==> src/rtl/rf_wb_arbiter.sv <==
// rf_wb_arbiter: shares the register file write port between an ALU writeback
// source (A) and a memory/long-latency writeback source (B). Round-robin
// arbitration with valid/ready handshakes, a registered write stage, and a
// per-register busy scoreboard for the hazard unit.
module rf_wb_arbiter #(
  parameter int unsigned NREG = 32,
  parameter int unsigned AW   = 5,
  parameter int unsigned DW   = 32
) (
  input  logic            clk,
  input  logic            rst,
  // Source A: ALU/EX writeback
  input  logic            a_valid,
  output logic            a_ready,
  input  logic [AW-1:0]   a_sel,
  input  logic [DW-1:0]   a_dat,
  // Source B: memory/long-latency writeback
  input  logic            b_valid,
  output logic            b_ready,
  input  logic [AW-1:0]   b_sel,
  input  logic [DW-1:0]   b_dat,
  // Issue-stage reservations
  input  logic            rsv_en,
  input  logic [AW-1:0]   rsv_sel,
  input  logic            flush,
  // Register file write port
  output logic            rf_wen,
  output logic [AW-1:0]   rf_wsel,
  output logic [DW-1:0]   rf_wdat,
  output logic [NREG-1:0] busy
);

  // Which source was granted most recently.
  typedef enum logic [0:0] {
    StLastA,
    StLastB
  } state_e;

  state_e          r_state_q, r_state_d;

  logic            w_grant_a, w_grant_b;
  logic            w_acc_a, w_acc_b, w_acc_any;
  logic [AW-1:0]   w_acc_sel;
  logic [DW-1:0]   w_acc_dat;
  logic            w_acc_sel_ok;
  logic            w_rsv_ok;

  logic            r_wen_q, r_wen_d;
  logic [AW-1:0]   r_wsel_q, r_wsel_d;
  logic [DW-1:0]   r_wdat_q, r_wdat_d;
  logic [NREG-1:0] r_busy_q, r_busy_d;

  // Round-robin grant: on a tie the source not granted last wins.
  always_comb begin
    w_grant_a = 1'b0;
    w_grant_b = 1'b0;
    if (a_valid && b_valid) begin
      w_grant_a = (r_state_q == StLastB);
      w_grant_b = (r_state_q == StLastA);
    end else begin
      w_grant_a = a_valid;
      w_grant_b = b_valid;
    end
  end

  // A flush suppresses both readies so nothing is accepted that cycle.
  assign a_ready = w_grant_a & ~flush;
  assign b_ready = w_grant_b & ~flush;

  assign w_acc_a   = a_valid & a_ready;
  assign w_acc_b   = b_valid & b_ready;
  assign w_acc_any = w_acc_a | w_acc_b;
  assign w_acc_sel = w_acc_a ? a_sel : b_sel;
  assign w_acc_dat = w_acc_a ? a_dat : b_dat;

  // Register 0 and out-of-range selects complete the handshake but never write.
  assign w_acc_sel_ok = (w_acc_sel != '0) && (32'(w_acc_sel) < NREG);
  assign w_rsv_ok     = rsv_en && (rsv_sel != '0) && (32'(rsv_sel) < NREG);

  // FSM next state: follow the accepted source, hold otherwise (incl. flush).
  always_comb begin
    r_state_d = r_state_q;
    if (w_acc_a) begin
      r_state_d = StLastA;
    end else if (w_acc_b) begin
      r_state_d = StLastB;
    end
  end

  // Write stage next state: select/data hold unless a new write is accepted.
  always_comb begin
    r_wen_d  = 1'b0;
    r_wsel_d = r_wsel_q;
    r_wdat_d = r_wdat_q;
    if (w_acc_any) begin
      r_wen_d  = w_acc_sel_ok;
      r_wsel_d = w_acc_sel;
      r_wdat_d = w_acc_dat;
    end
    if (flush) begin
      r_wen_d = 1'b0;
    end
  end

  // Scoreboard next state: landing write clears, reservation sets (set wins).
  always_comb begin
    r_busy_d = r_busy_q;
    if (flush) begin
      r_busy_d = '0;
    end else begin
      if (r_wen_q && (32'(r_wsel_q) < NREG)) begin
        r_busy_d[r_wsel_q] = 1'b0;
      end
      if (w_rsv_ok) begin
        r_busy_d[rsv_sel] = 1'b1;
      end
    end
    r_busy_d[0] = 1'b0;
  end

  // State registers; reset makes A win the first tie.
  always_ff @(posedge clk or posedge rst) begin
    if (rst) begin
      r_state_q <= StLastB;
      r_wen_q   <= 1'b0;
      r_wsel_q  <= '0;
      r_wdat_q  <= '0;
      r_busy_q  <= '0;
    end else begin
      r_state_q <= r_state_d;
      r_wen_q   <= r_wen_d;
      r_wsel_q  <= r_wsel_d;
      r_wdat_q  <= r_wdat_d;
      r_busy_q  <= r_busy_d;
    end
  end

  assign rf_wen  = r_wen_q;
  assign rf_wsel = r_wsel_q;
  assign rf_wdat = r_wdat_q;
  assign busy    = r_busy_q;

endmodule

==> config.mk <==
export PLATFORM = sky130hd
export DESIGN_NAME = rf_wb_arbiter
export DESIGN_NICKNAME = d
export VERILOG_FILES = /design/src/rtl/rf_wb_arbiter.sv
export SDC_FILE = /design/constraint.sdc
export NUM_CORES = 1
export LEC_CHECK = 0
export BUFFER_PORTS_ARGS = -buffer_cell sky130_fd_sc_hd__clkbuf_2
export CORE_UTILIZATION = 42
export DETAILED_ROUTE_END_ITERATION = 7
export GPL_TIMING_DRIVEN = 0
export HOLD_SLACK_MARGIN = 0.12
export PLACE_DENSITY = 0.83
export SLEW_MARGIN = 20
export SYNTH_ARGS = -nofsm -noshare
export SYNTH_HDL_FRONTEND = slang
export SYNTH_SLANG_ARGS = --single-unit
==> constraint.sdc <==
create_clock -name clk -period 2.1 [get_ports clk]
set_input_delay 0.315 -clock clk [delete_from_list [all_inputs] [get_ports clk]]
set_output_delay 0.315 -clock clk [all_outputs]
set_load 0.05 [all_outputs]
# Word level (Yosys, flattened, before mapping)
# Cells that the tools add are included.
# word_totals
wordCells	42
regBits	70
output_inout_bits	72
# classes
n_mux	16
n_bitwise	10
magnitude_cmp	4
n_reduce_logical	7
# ops
cell	n
2-to-1 mux 32 bit	5
bitwise AND 32 bit	1
inverter 32 bit	1
OR 32 bit	1
less-than comparator 5 x 6 -> 1 bit, second input constant	2
demux 1 bit (select 5 bit)	2
greater-or-equal comparator 5 x 1 -> 1 bit, second input constant	2
nonzero test 5 bit	2
2-to-1 mux 1 bit	8
2-to-1 mux 5 bit	1
bitwise AND 1 bit	4
logical AND 1 bit	4
inverter 1 bit	2
nonzero test 2 bit	1
OR 1 bit	1

# Logic depth before layout (Yosys ltp)
# depth
word_depth	11
depth_mapped	6
ltp_nobuf	3

# Worst setup path after synthesis
# Ideal clock, no wire load.
# synth_timing
kind	reg2out
start	reg r_state_q
end	out a_ready
stages_incl_launch_ff	5
arrival_time_ns	1.554
path_slack_ns	0.231
cell_sequence	dfstp_2 -> nor2b_2 -> buf_4 -> buf_4 -> nor2_1
# synth_via
elab_chain_cells	2
# synth_rtl
item	line	source
start, declared	39	state_e r_state_q, r_state_d;
start signal, assigned	124	r_state_q <= StLastB;
start signal, assigned	130	r_state_q <= r_state_d;
2-to-1 mux 1 bit	57	if (a_valid && b_valid) begin
bitwise AND 1 bit	67	assign a_ready = w_grant_a & ~flush;
end, declared	14	output logic a_ready,
# No other way between the ends.

# Final worst setup path
# Ends and elaborated chain as after synthesis.

==> run_results.csv <==
group,metric,value,unit
outcome,run_status,"finished clean",
finish,final_cell_area,0.00453,sq mm
route,drtIter0Drc,213,
yosys,ys_ff_latch,70,
run,cap_viol_max_count,0,
sta,max_freq,496,MHz
critical_path,path_max_fanout,10,
global_route,grt_pass1_wl,16500,microns
global_route,antenna_found_initial,0,
power,p_leak,2.12,nW
clock_network,cts_buffers,9,
finish,fin_util,58.0,%
global_route,grt_max_degree,37,
critical_path,crit_path_end_kind,"output port",
hold_path,min_path_cells,3,
sta,hold_viol,0,
placed_design,place_ws,442,ps
finish,drive_above_1_share,35.4,%
yosys,yosys_warnings,0,
sta,final-setup-viol-count,0,
sta,worst_slack,82.0,ps
placed_design,numPortBuffers,155,
finish,nets,639,
sta,timing.final.max_slew_violations,0,
clock_network,cts_root_buf,"clkbuf_8",
critical_path,arrival,1700,ps
route,viasPerCell,5.63,
yosys,synth_edf_count,0,
sta,maxSlewHeadroom,36.9,%
power,p_per_area,780,mW/mm^2
clock_network,cts_buffer_depth,2,
clock_network,clock_latency,330,ps
route,ant_nets,0,
finish,synthToLayoutAreaGrowth,31.7,%
sta,finClkSkew,4.80,ps
die,start_util,44.0,%
die,die-area,0.00855,sq mm
route,vias,3709,
die,rows,32,
yosys,synth_cells,386,
power,ir_drop,440,uV
global_route,grt_pass1_vias,3438,
sta,rsz0062_at_grt,"no",
sta,worst_pin_slew,945,ps
clock_network,cts_max_level,3,
yosys,synth_nets,471,
placed_design,placed_cell_area,0.00436,sq mm
die,io_pins,157,
critical_path,critPathLaunchType,"flop",
route,routed_wl,10400,microns
hold_path,hp-class,"in -> reg",
finish,final_common_cell,"clkbuf_2",
critical_path,r2r_slack,620,ps
critical_path,critical_path_class,"reg -> out",
route,dr.pass1.iters,5,
placed_design,place_congestion,0.894,
die,die_w,92.5,microns
critical_path,r2r_cells,3,
yosys,synth-main-ff-cell,"dfrtp_1",
clock_network,clk_pin_slew,60,ps
critical_path,worstPathRequired,1780,ps
sta,tns,0,ps
route,drc_errors,0,
yosys,syn_area,0.00344,sq mm
clock_network,tritoncts,"yes",
clock_network,cts_sinks,70,
placed_design,dpl.hpwl,7740,microns
yosys,syn_avg_cell_area,8.91,sq um
route,routedWlPerCell,15.7,microns
finish,diodes,0,
die,core-area,0.00781,sq mm
global_route,gr-total-overflow,0,
global_route,track_usage,24.7,%
clock_network,postCtsSetupBuffers,0,
finish,layout_common_cells,"clkbuf_2, dfrtp_1, o21ai_0",
yosys,ys_types,33,
yosys,async_reset_ff_share,100,%
sta,period_needed,2020,ps
yosys,yosysSeqAreaShare,51.0,%
sta,timing.final.crit_share,96.1,%
die,fp.dieH,92.5,microns
==> through the flow <==
stage	hold slack, ps	total power [W]	std cells
2_1_floorplan	454	0.00232	386
3_3_place_gp	498	0.00263	643
3_5_place_dp	357	0.00266	644
4_1_cts	210	0.00356	659
5_1_grt	217	0.00371	659
6_report	224	0.00353	659
==> worst max-delay path, stage by stage, from the launching register on <==
cell and delay, ps:
dfstp_2 580, nor2b_2 60, buf_4 170, buf_4 170
nor2_1 110, clkbuf_2 290
==> sequential cells by signal (all words and copies together) (netlist names) <==
register / flops
busy: 31
rf_wsel: 5
rf_wen: 1
rf_wdat: 32
r_state_q: 1
==> what timing repair did <==
| action | 4_1_cts | 5_1_grt |
|---|---|---|
| hold endpoints to repair | 34 | 0 |
| hold buffers | 1 | 0 |
| resized for setup | 0 | 0 |
==> cells in the mapped netlist (2+ instances only) <==
library cell / count / area (sq um)
or3b_1: 3 / 26.3
clkbuf_1: 8 / 30.0
a21oi_1: 33 / 165
nand2_1: 34 / 128
buf_2: 7 / 35.0
and3b_1: 5 / 43.8
o21ai_0: 58 / 290
nor3_1: 2 / 10.0
o21ai_1: 11 / 55.1
buf_4: 8 / 60.1
or4_1: 2 / 15.0
and3_1: 2 / 12.5
buf_6: 8 / 90.1
nand3b_1: 5 / 37.5
nor3b_1: 4 / 30.0
dfrtp_1: 69 / 1730
a31oi_1: 36 / 225
nand3_1: 38 / 190
nand2b_1: 3 / 18.8
nor2_1: 37 / 139
==> logic make-up (layout without fill, tap and decap cells) <==
| family | count (synthesis) | in the layout | share of synthesized area, % |
|---|---|---|---|
| AOI/OAI and AO/OA | 142 | 142 | 22.4 |
| and+or+nand+nor | 140 | 140 | 20.0 |
| DFF | 70 | 70 | 51.0 |
| buffers and inverters | 33 | 204 | 6.51 |
| other | 1 | 1 | 0.109 |
==> layout make-up <==
type                       count  area, sq um
clock inverter                 2         10.0
inverter                       1         6.26
fill                         725         3280
tap                          102          128
clock buffer                  12          145
buffer                        32          220
timing repair buffer         157          806
sequential                    70         1750
multi-input combinational    283         1460
==> worst paths after layout <==
kind | start | to
worst max-delay path | r_state_q$_DFFE_PP1N_ | a_ready
worst min-delay path | a_dat[23] | rf_wdat[23]$_DFFE_PP0N_
worst max register to register | rf_wsel[0]$_DFFE_PP0N_ | busy[12]$_DFF_PP0_
worst min register to register | r_state_q$_DFFE_PP1N_ | r_state_q$_DFFE_PP1N_
max in group asynchronous | rst | r_state_q$_DFFE_PP1N_
min in group asynchronous | rst | busy[13]$_DFF_PP0_
==> metal layers <==
layer	vias to the layer above	track usage [%]	wire length (microns)	share of wire (%)
met2	253	41.9	5030	49
met5	-	0	0	0
met1	1723	30.2	3980	38
met3	16	7.47	1210	12
li1	1717	-	-	-
met4	0	7.42	153	1.5
==> report_power, final <==
| group | leakage [nW] | switching (W) | internal (W) |
|---|---|---|---|
| logic | 1.17 | 0.000775 | 0.000296 |
| registers | 0.868 | 0.000102 | 0.00147 |
| clock network | 0.0821 | 0.000452 | 0.000445 |
No activity file was read; power rests on OpenSTA's default activity.
